`config.mk`:
```
export PLATFORM = sky130hd
export DESIGN_NAME = beat_sequencer
export DESIGN_NICKNAME = d
export VERILOG_FILES = /design/src/rtl/beat_sequencer.sv
export SDC_FILE = /design/constraint.sdc
export NUM_CORES = 1
export LEC_CHECK = 0
export CAP_MARGIN = 20
export CORE_UTILIZATION = 55
export CTS_BUF_LIST = sky130_fd_sc_hd__clkbuf_4 sky130_fd_sc_hd__clkbuf_8
export DETAILED_ROUTE_END_ITERATION = 12
export MAX_ROUTING_LAYER = met4
export PLACE_DENSITY = 0.88
export RECOVER_POWER = 50
export SLEW_MARGIN = 20
export SYNTH_ARGS = -nofsm -noshare
export SYNTH_HDL_FRONTEND = slang
export SYNTH_SLANG_ARGS = --single-unit
```
`constraint.sdc`:
```
create_clock -name clk -period 4.1 [get_ports clk]
set_clock_uncertainty 0.2 [all_clocks]
set_input_delay 0.41 -clock clk [delete_from_list [all_inputs] [get_ports clk]]
set_output_delay 0.41 -clock clk [all_outputs]
set_load 0.1 [all_outputs]
```
`src/rtl/beat_sequencer.sv`:
```
// Steps a pattern address through [start_addr, end_addr] at a tempo set by a
// fractional phase accumulator. Supports loop, one-shot and ping-pong modes.
module beat_sequencer #(
  parameter int ADDR_WIDTH  = 10,
  parameter int PHASE_WIDTH = 32,
  parameter int LOOP_WIDTH  = 8
) (
  input  logic                   clk,
  input  logic                   reset,
  input  logic                   run,
  input  logic                   restart,
  input  logic [1:0]             mode,
  input  logic [ADDR_WIDTH-1:0]  start_addr,
  input  logic [ADDR_WIDTH-1:0]  end_addr,
  input  logic [PHASE_WIDTH-1:0] phase_inc,
  output logic [ADDR_WIDTH-1:0]  beat_addr,
  output logic                   beat_tick,
  output logic [LOOP_WIDTH-1:0]  loop_count,
  output logic                   done
);

  localparam logic [1:0] MODE_ONESHOT  = 2'd1;
  localparam logic [1:0] MODE_PINGPONG = 2'd2;
  localparam logic [ADDR_WIDTH-1:0] ADDR_ONE = ADDR_WIDTH'(1);
  localparam logic [LOOP_WIDTH-1:0] LOOP_ONE = LOOP_WIDTH'(1);

  typedef enum logic {DIR_UP = 1'b0, DIR_DOWN = 1'b1} dir_t;

  logic [PHASE_WIDTH-1:0] acc_q, acc_d;
  logic [ADDR_WIDTH-1:0]  addr_q, addr_d;
  dir_t                   dir_q, dir_d;
  logic                   tick_q, tick_d;
  logic [LOOP_WIDTH-1:0]  loop_q, loop_d;
  logic                   done_q, done_d;
  logic [PHASE_WIDTH:0]   sum;

  assign sum = {1'b0, acc_q} + {1'b0, phase_inc};

  always_ff @(posedge clk or negedge reset) begin
    if (!reset) begin
      acc_q  <= '0;
      addr_q <= '0;
      dir_q  <= DIR_UP;
      tick_q <= 1'b0;
      loop_q <= '0;
      done_q <= 1'b0;
    end else begin
      acc_q  <= acc_d;
      addr_q <= addr_d;
      dir_q  <= dir_d;
      tick_q <= tick_d;
      loop_q <= loop_d;
      done_q <= done_d;
    end
  end

  always_comb begin
    acc_d  = acc_q;
    addr_d = addr_q;
    dir_d  = dir_q;
    tick_d = 1'b0;
    loop_d = loop_q;
    done_d = done_q;

    if (restart) begin
      acc_d  = '0;
      addr_d = start_addr;
      dir_d  = DIR_UP;
      loop_d = '0;
      done_d = 1'b0;
      tick_d = 1'b1;
    end else if (run && !done_q) begin
      acc_d = sum[PHASE_WIDTH-1:0];
      if (sum[PHASE_WIDTH]) begin
        // Degenerate range collapses to start_addr; checked before the
        // out-of-range rule, which would otherwise swallow it.
        if (end_addr < start_addr) begin
          addr_d = start_addr;
          dir_d  = DIR_UP;
          tick_d = 1'b1;
          if (mode == MODE_ONESHOT) done_d = 1'b1;
          else                      loop_d = loop_q + LOOP_ONE;
        end else if (addr_q < start_addr || addr_q > end_addr) begin
          addr_d = start_addr;
          dir_d  = DIR_UP;
          tick_d = 1'b1;
        end else if (mode == MODE_ONESHOT) begin
          dir_d = DIR_UP;
          if (addr_q == end_addr) begin
            done_d = 1'b1;
          end else begin
            addr_d = addr_q + ADDR_ONE;
            tick_d = 1'b1;
          end
        end else if (mode == MODE_PINGPONG) begin
          tick_d = 1'b1;
          if (dir_q == DIR_UP) begin
            if (addr_q == end_addr) begin
              if (start_addr == end_addr) begin
                loop_d = loop_q + LOOP_ONE;
              end else begin
                addr_d = end_addr - ADDR_ONE;
                dir_d  = DIR_DOWN;
              end
            end else begin
              addr_d = addr_q + ADDR_ONE;
            end
          end else begin
            // Turning at start+1 so the start endpoint is visited once per pass.
            if (addr_q == start_addr + ADDR_ONE) begin
              addr_d = start_addr;
              dir_d  = DIR_UP;
              loop_d = loop_q + LOOP_ONE;
            end else begin
              addr_d = addr_q - ADDR_ONE;
            end
          end
        end else begin
          dir_d  = DIR_UP;
          tick_d = 1'b1;
          if (addr_q == end_addr) begin
            addr_d = start_addr;
            loop_d = loop_q + LOOP_ONE;
          end else begin
            addr_d = addr_q + ADDR_ONE;
          end
        end
      end
    end
  end

  assign beat_addr  = addr_q;
  assign beat_tick  = tick_q;
  assign loop_count = loop_q;
  assign done       = done_q;

endmodule
```
## Word-level counts from Yosys, hierarchy flattened

Cells that the tools add are included.

| word-level totals | value |
|---|---|
| memory bits (writable) | 0 |
| bits in registers | 53 |
| bits in read-only memories | 0 |
| bits in latches | 0 |
| memories | 0 |
| logic and storage cells | 93 |

| operators by class | value |
|---|---|
| reductions and logical operators | 13 |
| $lt $le $gt $ge | 3 |
| $add $sub $neg | 6 |
| multiplexer cells | 54 |
| shift-type cells | 0 |
| div/mod/pow operators | 0 |
| multiply operators | 0 |
| equality and inequality tests | 11 |
| bitwise gates (word level) | 0 |

Operator list:

| cell | count |
|---|---|
| 2-to-1 mux 10 bit | 13 |
| 2-to-1 mux 8 bit | 13 |
| 2-to-1 mux 32 bit | 2 |
| adder 32 x 32 -> 33 bit | 1 |
| == test 10 bit | 3 |
| 2-to-1 mux 1 bit | 26 |
| adder 10 x 1 -> 10 bit (second input constant) | 2 |
| < comparator 10 bit | 2 |
| subtractor 10 x 1 -> 10 bit (second input constant) | 2 |
| greater-than comparator 10 bit | 1 |
| != test 5 x 4 -> 1 bit (second input constant) | 2 |
| adder 8 x 1 -> 8 bit (second input constant) | 1 |
| AND reduction 8 bit | 1 |
| nonzero test 4 bit | 2 |
| != test 7 bit (second input constant) | 1 |
| nonzero test 2 bit | 3 |
| != test 5 bit (second input constant) | 1 |
| AND reduction 5 bit | 1 |
| AND reduction 4 bit | 1 |
| != test 3 bit (second input constant) | 1 |
| nonzero test 3 bit | 1 |
| == test 2 x 1 -> 1 bit (second input constant) | 1 |
| == test 2 bit (second input constant) | 1 |
| != test 2 bit (second input constant) | 1 |
| other kinds (4) | 4 |

## Longest topological paths before layout

Gate-level depths: netlist of run 1.

| depth | value |
|---|---|
| word-level depth | 11 |
| gate-level depth with buffers | 13 |
| mapped depth without buffers | 12 |

## Worst setup path after synthesis of run 1

Ideal clock, no wire load.

| timing path | value |
|---|---|
| kind | flip-flop to flip-flop |
| start | register addr_q[0], in the netlist beat_addr[0] |
| end | register addr_q[9], in the netlist beat_addr[9] |
| path buffers | 2 |
| required time | 3.743 ns |
| path slack | 0.449 ns |
| data arrival time | 3.294 ns |
| cell stages (with the launch flop) | 12 |
| cells stage by stage | dfrtp_1 > inv_1 > ha_1 > nand2_1 > nor4_1 > clkbuf_1 > nor2_1 > nor4_2 > buf_2 > o221ai_1 > o31ai_1 > o21ai_0 |

| on the way | value |
|---|---|
| cells in the longest elaborated chain, start to end | 10 |
| elaborated cells on any way between the ends | 22 |
| classes of those cells | 2 x add/sub; 2 x order compare; 4 x eq/ne; 12 x mux; 2 x reduce/logical |

Ends and longest elaborated chain:

| item | line | RTL |
|---|---|---|
| start, declared | 30 | `logic [ADDR_WIDTH-1:0] addr_q, addr_d;` |
| start signal, assigned | 49 | `addr_q <= addr_d;` |
| adder 10 x 1 -> 10 bit (tied with other cells) | 92, 106, 125 |  |
| 2-to-1 mux 10 bit, on equally long branches | 98, 110 |  |
| 2-to-1 mux 10 bit | 97 | `if (dir_q == DIR_UP) begin` |
| 2-to-1 mux 10 bit | 95 | `end else if (mode == MODE_PINGPONG) begin` |
| 2-to-1 mux 10 bit | 87 | `end else if (mode == MODE_ONESHOT) begin` |
| 2-to-1 mux 10 bit | 83 | `end else if (addr_q < start_addr \|\| addr_q > end_addr) begin` |
| 2-to-1 mux 10 bit | 77 | `if (end_addr < start_addr) begin` |
| 2-to-1 mux 10 bit | 74 | `if (sum[PHASE_WIDTH]) begin` |
| 2-to-1 mux 10 bit | 72 | `end else if (run && !done_q) begin` |
| 2-to-1 mux 10 bit | 65 | `if (restart) begin` |

Parallel ways exist; a longest one is shown, timed or not. The select of a mux whose other input is x is not followed.
A chain may end at the register's enable or synchronous reset.

## Worst setup path in the final report of run 1

| timing path | value |
|---|---|
| start | input port phase_inc[0] |
| end | register loop_q[3], in the netlist loop_count[3] |

| on the way | value |
|---|---|
| cells in the longest elaborated chain, start to end | 3 |

Ends and longest elaborated chain:

| item | line | RTL |
|---|---|---|
| start, declared | 15 | `input logic [PHASE_WIDTH-1:0] phase_inc,` |
| adder 32 x 32 -> 33 bit | 37 | `assign sum = {1'b0, acc_q} + {1'b0, phase_inc};` |
| nonzero test 2 bit (no source line) | - |  |
| AND reduction 8 bit (no source line) | - |  |
| end signal, assigned | 52 | `loop_q <= loop_d;` |
| end, declared | 33 | `logic [LOOP_WIDTH-1:0] loop_q, loop_d;` |

No other way between the ends.

==> impl_summary.md, run 1 <==
STA
The final clock period utilization by the worst path is 0.920. Static timing analysis puts the maximum clock frequency at roughly 260 MHz. The actual slew at the worst max-slew pin is roughly 1.6 ns.

The smallest clock period supported by the final layout is computed as 3.77 ns. The number of slew-limit violations in the final report came to 56. In this run the tightest slew margin relative to its limit is -0.0510. The final-layout setup total negative slack is 0 ns. The final hold violation count is 0. Setup repair after global routing left no endpoint under its margin. Setup violations remaining at the end of the flow were counted as 0.

Synth
The mean instance size in the synthesized netlist is between 8 and 9 um^2. Of the post-synthesis cell area, the dominant cell type holds 0.235. The number of warnings issued by yosys is 0. Ranked by total cell area, the synthesized netlist is headed by sky130_fd_sc_hd__dfrtp_1 24%, sky130_fd_sc_hd__ha_1 15%, sky130_fd_sc_hd__o21ai_0 6.3%. In this run, synthesis inferred 0 flip-flops with an integrated enable. sky130_fd_sc_hd__dfrtp_1 takes more of the synthesized area than any other cell. The commonest register cell after synthesis is sky130_fd_sc_hd__dfrtp_1.

The number of distinct library cells after synthesis is 68. The flop and latch count out of synthesis is 53. Of all flip-flops after synthesis, the portion carrying an async set or reset was 1.00. In the synthesized netlist, the number of instances is 697. After synthesis the cells add up to approximately 0.0056 mm^2. The sequential element share of the synthesized area is 0.235.

The number of nets produced by synthesis is between 800 and 900.

Hold path
The class of the worst hold path is reg2reg. The hold path depth is 2. The startpoint of the tightest hold check path is acc_q[17]$_DFFE_PN0P_.

Detailed routing
For this run, design rule violations remaining after detail routing come to 0. The average wire per standard cell is around 18 um. Dividing the detail-routed via count by the number of cells gives a little over 6. The first routing iteration left 281 violations. The total via count in the routed design is 5,665.

The routed design has approximately 16,000 um of wire. The remaining number of nets flagged by the antenna check after routing is 0. The first detailed-routing pass took 5 iterations.

CTS
The clock net in this run drives a total of 53 sinks. The clock latency of the later-clocked register in the worst-skew pair is ~0.33 ns. The CTS tree is yes. Clock tree synthesis selected as its root buffer the cell sky130_fd_sc_hd__clkbuf_8. The H-tree was split into 2 levels. The post-CTS clock slew at the launch and capture registers of the worst setup and hold paths is 0.09 ns. The count of instances resized after the clock tree is built is 0. The number of buffers between clock root and the deepest sink is 2. The TritonCTS buffer count is 5.

Setup path
For flop-to-flop paths, the worst setup slack is about 0.55 ns. Along the worst path, the maximum fanout reaches 7. The signal on the critical path passes through dlygate4sd3_1 > ha_1 > inv_1 > fa_1 > nand2b_1 > a21oi_1 > a21oi_2 > o31ai_2 > o31ai_2 > o22ai_4 > o211ai_2 > buf_4 > or3_1 > a21oi_1. Among all stages on the critical path, the largest delay is contributed by sky130_fd_sc_hd__dlygate4sd3_1.

The worst reg2reg path depth is 11. For this run, the slowest stage of the critical path takes between 0.5 and 0.6 ns. The critical path ends at loop_count[3]$_DFFE_PN0P_. In this run the critical register-to-register path is launched from beat_addr[7]$_DFFE_PN0P_. The critical path required time is about 4.1 ns.

The kind of start point of the critical path is a primary input. The type of element capturing the critical path is a flop. The critical path class is in2reg.

The critical path data arrival time is around 3.8 ns. The most critical setup path has its startpoint at phase_inc[0]. The reg-to-reg endpoint is loop_count[3]$_DFFE_PN0P_.

Power
The combinational share of power is 0.576. The leakage power is slightly below 3 nW. The clock network fraction of total power is 0.130.

Cell internal power was estimated by the tool at around 1.3 mW. The sequential power share is 0.294. The worst ir drop on vdd is between 0.2 and 0.3 mV. Power spread over the standard cell area amounts to 374 mW/mm^2. The design draws 2.52 mW.

In this run the power spent charging and discharging nets is between 1 and 1.5 mW. The fraction of power spent switching nets is 0.489.

GRT
The met2 layer usage reported by global route is 0.526. The number of global-route vias before repair is 5,431. The overall track demand over capacity in global routing is 0.331. The global routing stage identified its most utilized layer as met2. The initial antenna violation count is 0. The met3 track demand over resource in global routing is 0.0464. The global route total overflow is 0.

The first-pass GRT wire length is approximately 26,000 um. The maximum number of pins on one net before global-route repair is 29. The met1 demand-to-capacity share in global routing is 0.434.

Die
The total core area is around 0.01 mm^2. The die is 103 um wide. The overall die area is 0.0107 mm^2. In this run the vertical extent of the chip is 103 um. The number of I/O pins is between 70 and 80.

The starting utilization of the core area is 0.571. The row count is 36.

Final layout
Leaving out filler cells and counting taps, the final layout contains 916. The finished cells cover between 0.006 and 0.007 mm^2. The net count of the finished layout is ~910. The layout overhead on the synthesized area is 19.4%. The number of antenna diodes in the final layout is 0. Of the cells placed in the final design, the portion with a size suffix greater than 1 is 0.0587.

Placed design
The placed instance count is between 900 and 1,000. The HPWL reported at the end of detailed placement is 12,700 um. The routability-driven placement congestion ratio is approximately 0.94. The number of buffers inserted by port buffering is 77. The cell area reported after detailed placement is between 0.006 and 0.007 mm^2.

Outcome
The flow ran to the end, but the final reports show violations. The checks that failed: capacitance limit, slew limit.

Run
The number of max-cap violations is 2.
## layout by cell type, fill, tap and decap left out, types with 6 or more instances in the layout
cell,Yosys,layout
sky130_fd_sc_hd__a21o_1,14,14
sky130_fd_sc_hd__nor4_1,6,6
sky130_fd_sc_hd__xnor2_1,31,31
sky130_fd_sc_hd__buf_4,2,24
sky130_fd_sc_hd__nand3_1,19,19
sky130_fd_sc_hd__a211oi_1,9,9
sky130_fd_sc_hd__ha_1,67,67
sky130_fd_sc_hd__nand2_1,76,76
sky130_fd_sc_hd__mux2i_1,7,7
sky130_fd_sc_hd__o21a_1,7,7
sky130_fd_sc_hd__nor2_1,39,39
sky130_fd_sc_hd__inv_1,35,35
sky130_fd_sc_hd__a22oi_1,9,9
sky130_fd_sc_hd__clkdlybuf4s50_1,0,71
sky130_fd_sc_hd__nand4_1,9,9
sky130_fd_sc_hd__xor2_1,32,32
sky130_fd_sc_hd__a21oi_1,60,60
sky130_fd_sc_hd__nor3_1,12,12
sky130_fd_sc_hd__dfrtp_1,53,53
sky130_fd_sc_hd__nand2b_1,13,13
sky130_fd_sc_hd__o31ai_1,11,11
sky130_fd_sc_hd__dlygate4sd3_1,0,6
sky130_fd_sc_hd__o21ai_0,71,71
## stage by stage
stage	util	worst slack, ns	hold WS [ns]
global route	0.682	0.0896	0.321
detailed placement	0.673	0.103	0.271
floorplan	-	0.449	-0.0856
global placement	0.673	0.253	0.263
finish	0.682	0.326	0.295
CTS	0.683	0.409	0.296
## power by group through the flow
stage	Sequential (mW)	Combinational [mW]	Clock [mW]
after floorplan	0.939	0.835	0
after global placement	0.743	1.39	0
after detailed placement	0.747	1.43	0
after CTS	0.736	1.44	0.336
after global routing	0.751	1.59	0.355
final	0.741	1.45	0.326
## flip-flops by register name, summed over array words and instances, names as in the netlist
name	count
dir_q	1
done	1
acc_q	32
beat_addr	10
loop_count	8
beat_tick	1
## critical path: cells and delay by family
kind                       cells  cell delay [ns]
AOI/OAI and AO/OA              7             1.48
adders and majority gates      2             0.57
buffers and inverters          3             0.80
and+or+nand+nor                2             0.54
## routing by layer
metal / wire, um / vias to the layer above
li1: - / 2740
met2: 7470 / 194
met3: 857 / 36
met1: 7490 / 2695
met4: 425 / 0
met5: 0 / -
## timing repair
action	CTS	global route
endpoints found under the hold margin	27	0
hold buffers	1	0
setup buffers	0	0
## cell usage after synthesis (all sizes together), types with 6 or more instances
library cell and number:
a21oi 61, xnor2 31, nor3 12, dfrtp 53, nand2b 13, o21a 7, o211ai 6, nand4 10
nand3 19, buf 10, nor4 9, clkbuf 16, nor2 39, mux2i 7, o21ai 73, a22oi 9
o31ai 13, a21o 14, xor2 32, ha 67, inv 35, nand2 76, a211oi 10
## worst min-delay path by stage
| stage | to | slack, ns |
|---|---|---|
| floorplan | acc_q[0]$_DFFE_PN0P_ | -0.09 |
| global placement | acc_q[2]$_DFFE_PN0P_ | 0.26 |
| detailed placement | acc_q[1]$_DFFE_PN0P_ | 0.27 |
| CTS | acc_q[10]$_DFFE_PN0P_ | 0.30 |
| global route | acc_q[10]$_DFFE_PN0P_ | 0.32 |
| finish | acc_q[17]$_DFFE_PN0P_ | 0.29 |
## cells by family (layout without fill, tap and decap cells)
kind of cell	after synthesis	in the layout	synth area share
AND/OR/NAND/NOR	212	212	0.191
XOR/XNOR	63	63	0.0980
multiplexers	8	8	0.0144
adder cells (fa/ha/maj)	68	68	0.152
buffers and inverters	61	147	0.0460
AO/OA/AOI/OAI	232	232	0.262
flip-flops	53	53	0.235
## area by class of cell
type                       count  area (um^2)
timing repair buffer         104          962
fill                         814         3140
inverter                      35          131
clock buffer                   6         76.3
multi-input combinational    583         4050
tap                          133          166
clock inverter                 2         13.8
sequential                    53         1330
Note: power is estimated with default switching activity, not from simulation.
==> inputs of run 2 (changes only) <==
- CAP_MARGIN: 20 -> 0
==> results of run 2 <==
Final layout, timing and power as in run 1 (identical DEF).
==> inputs of run 3 (changes only) <==
- CAP_MARGIN: 0 -> 20
- CTS_CLUSTER_DIAMETER: not set -> 100
==> results of run 3 <==
Final layout, timing and power as in run 1 (identical DEF).
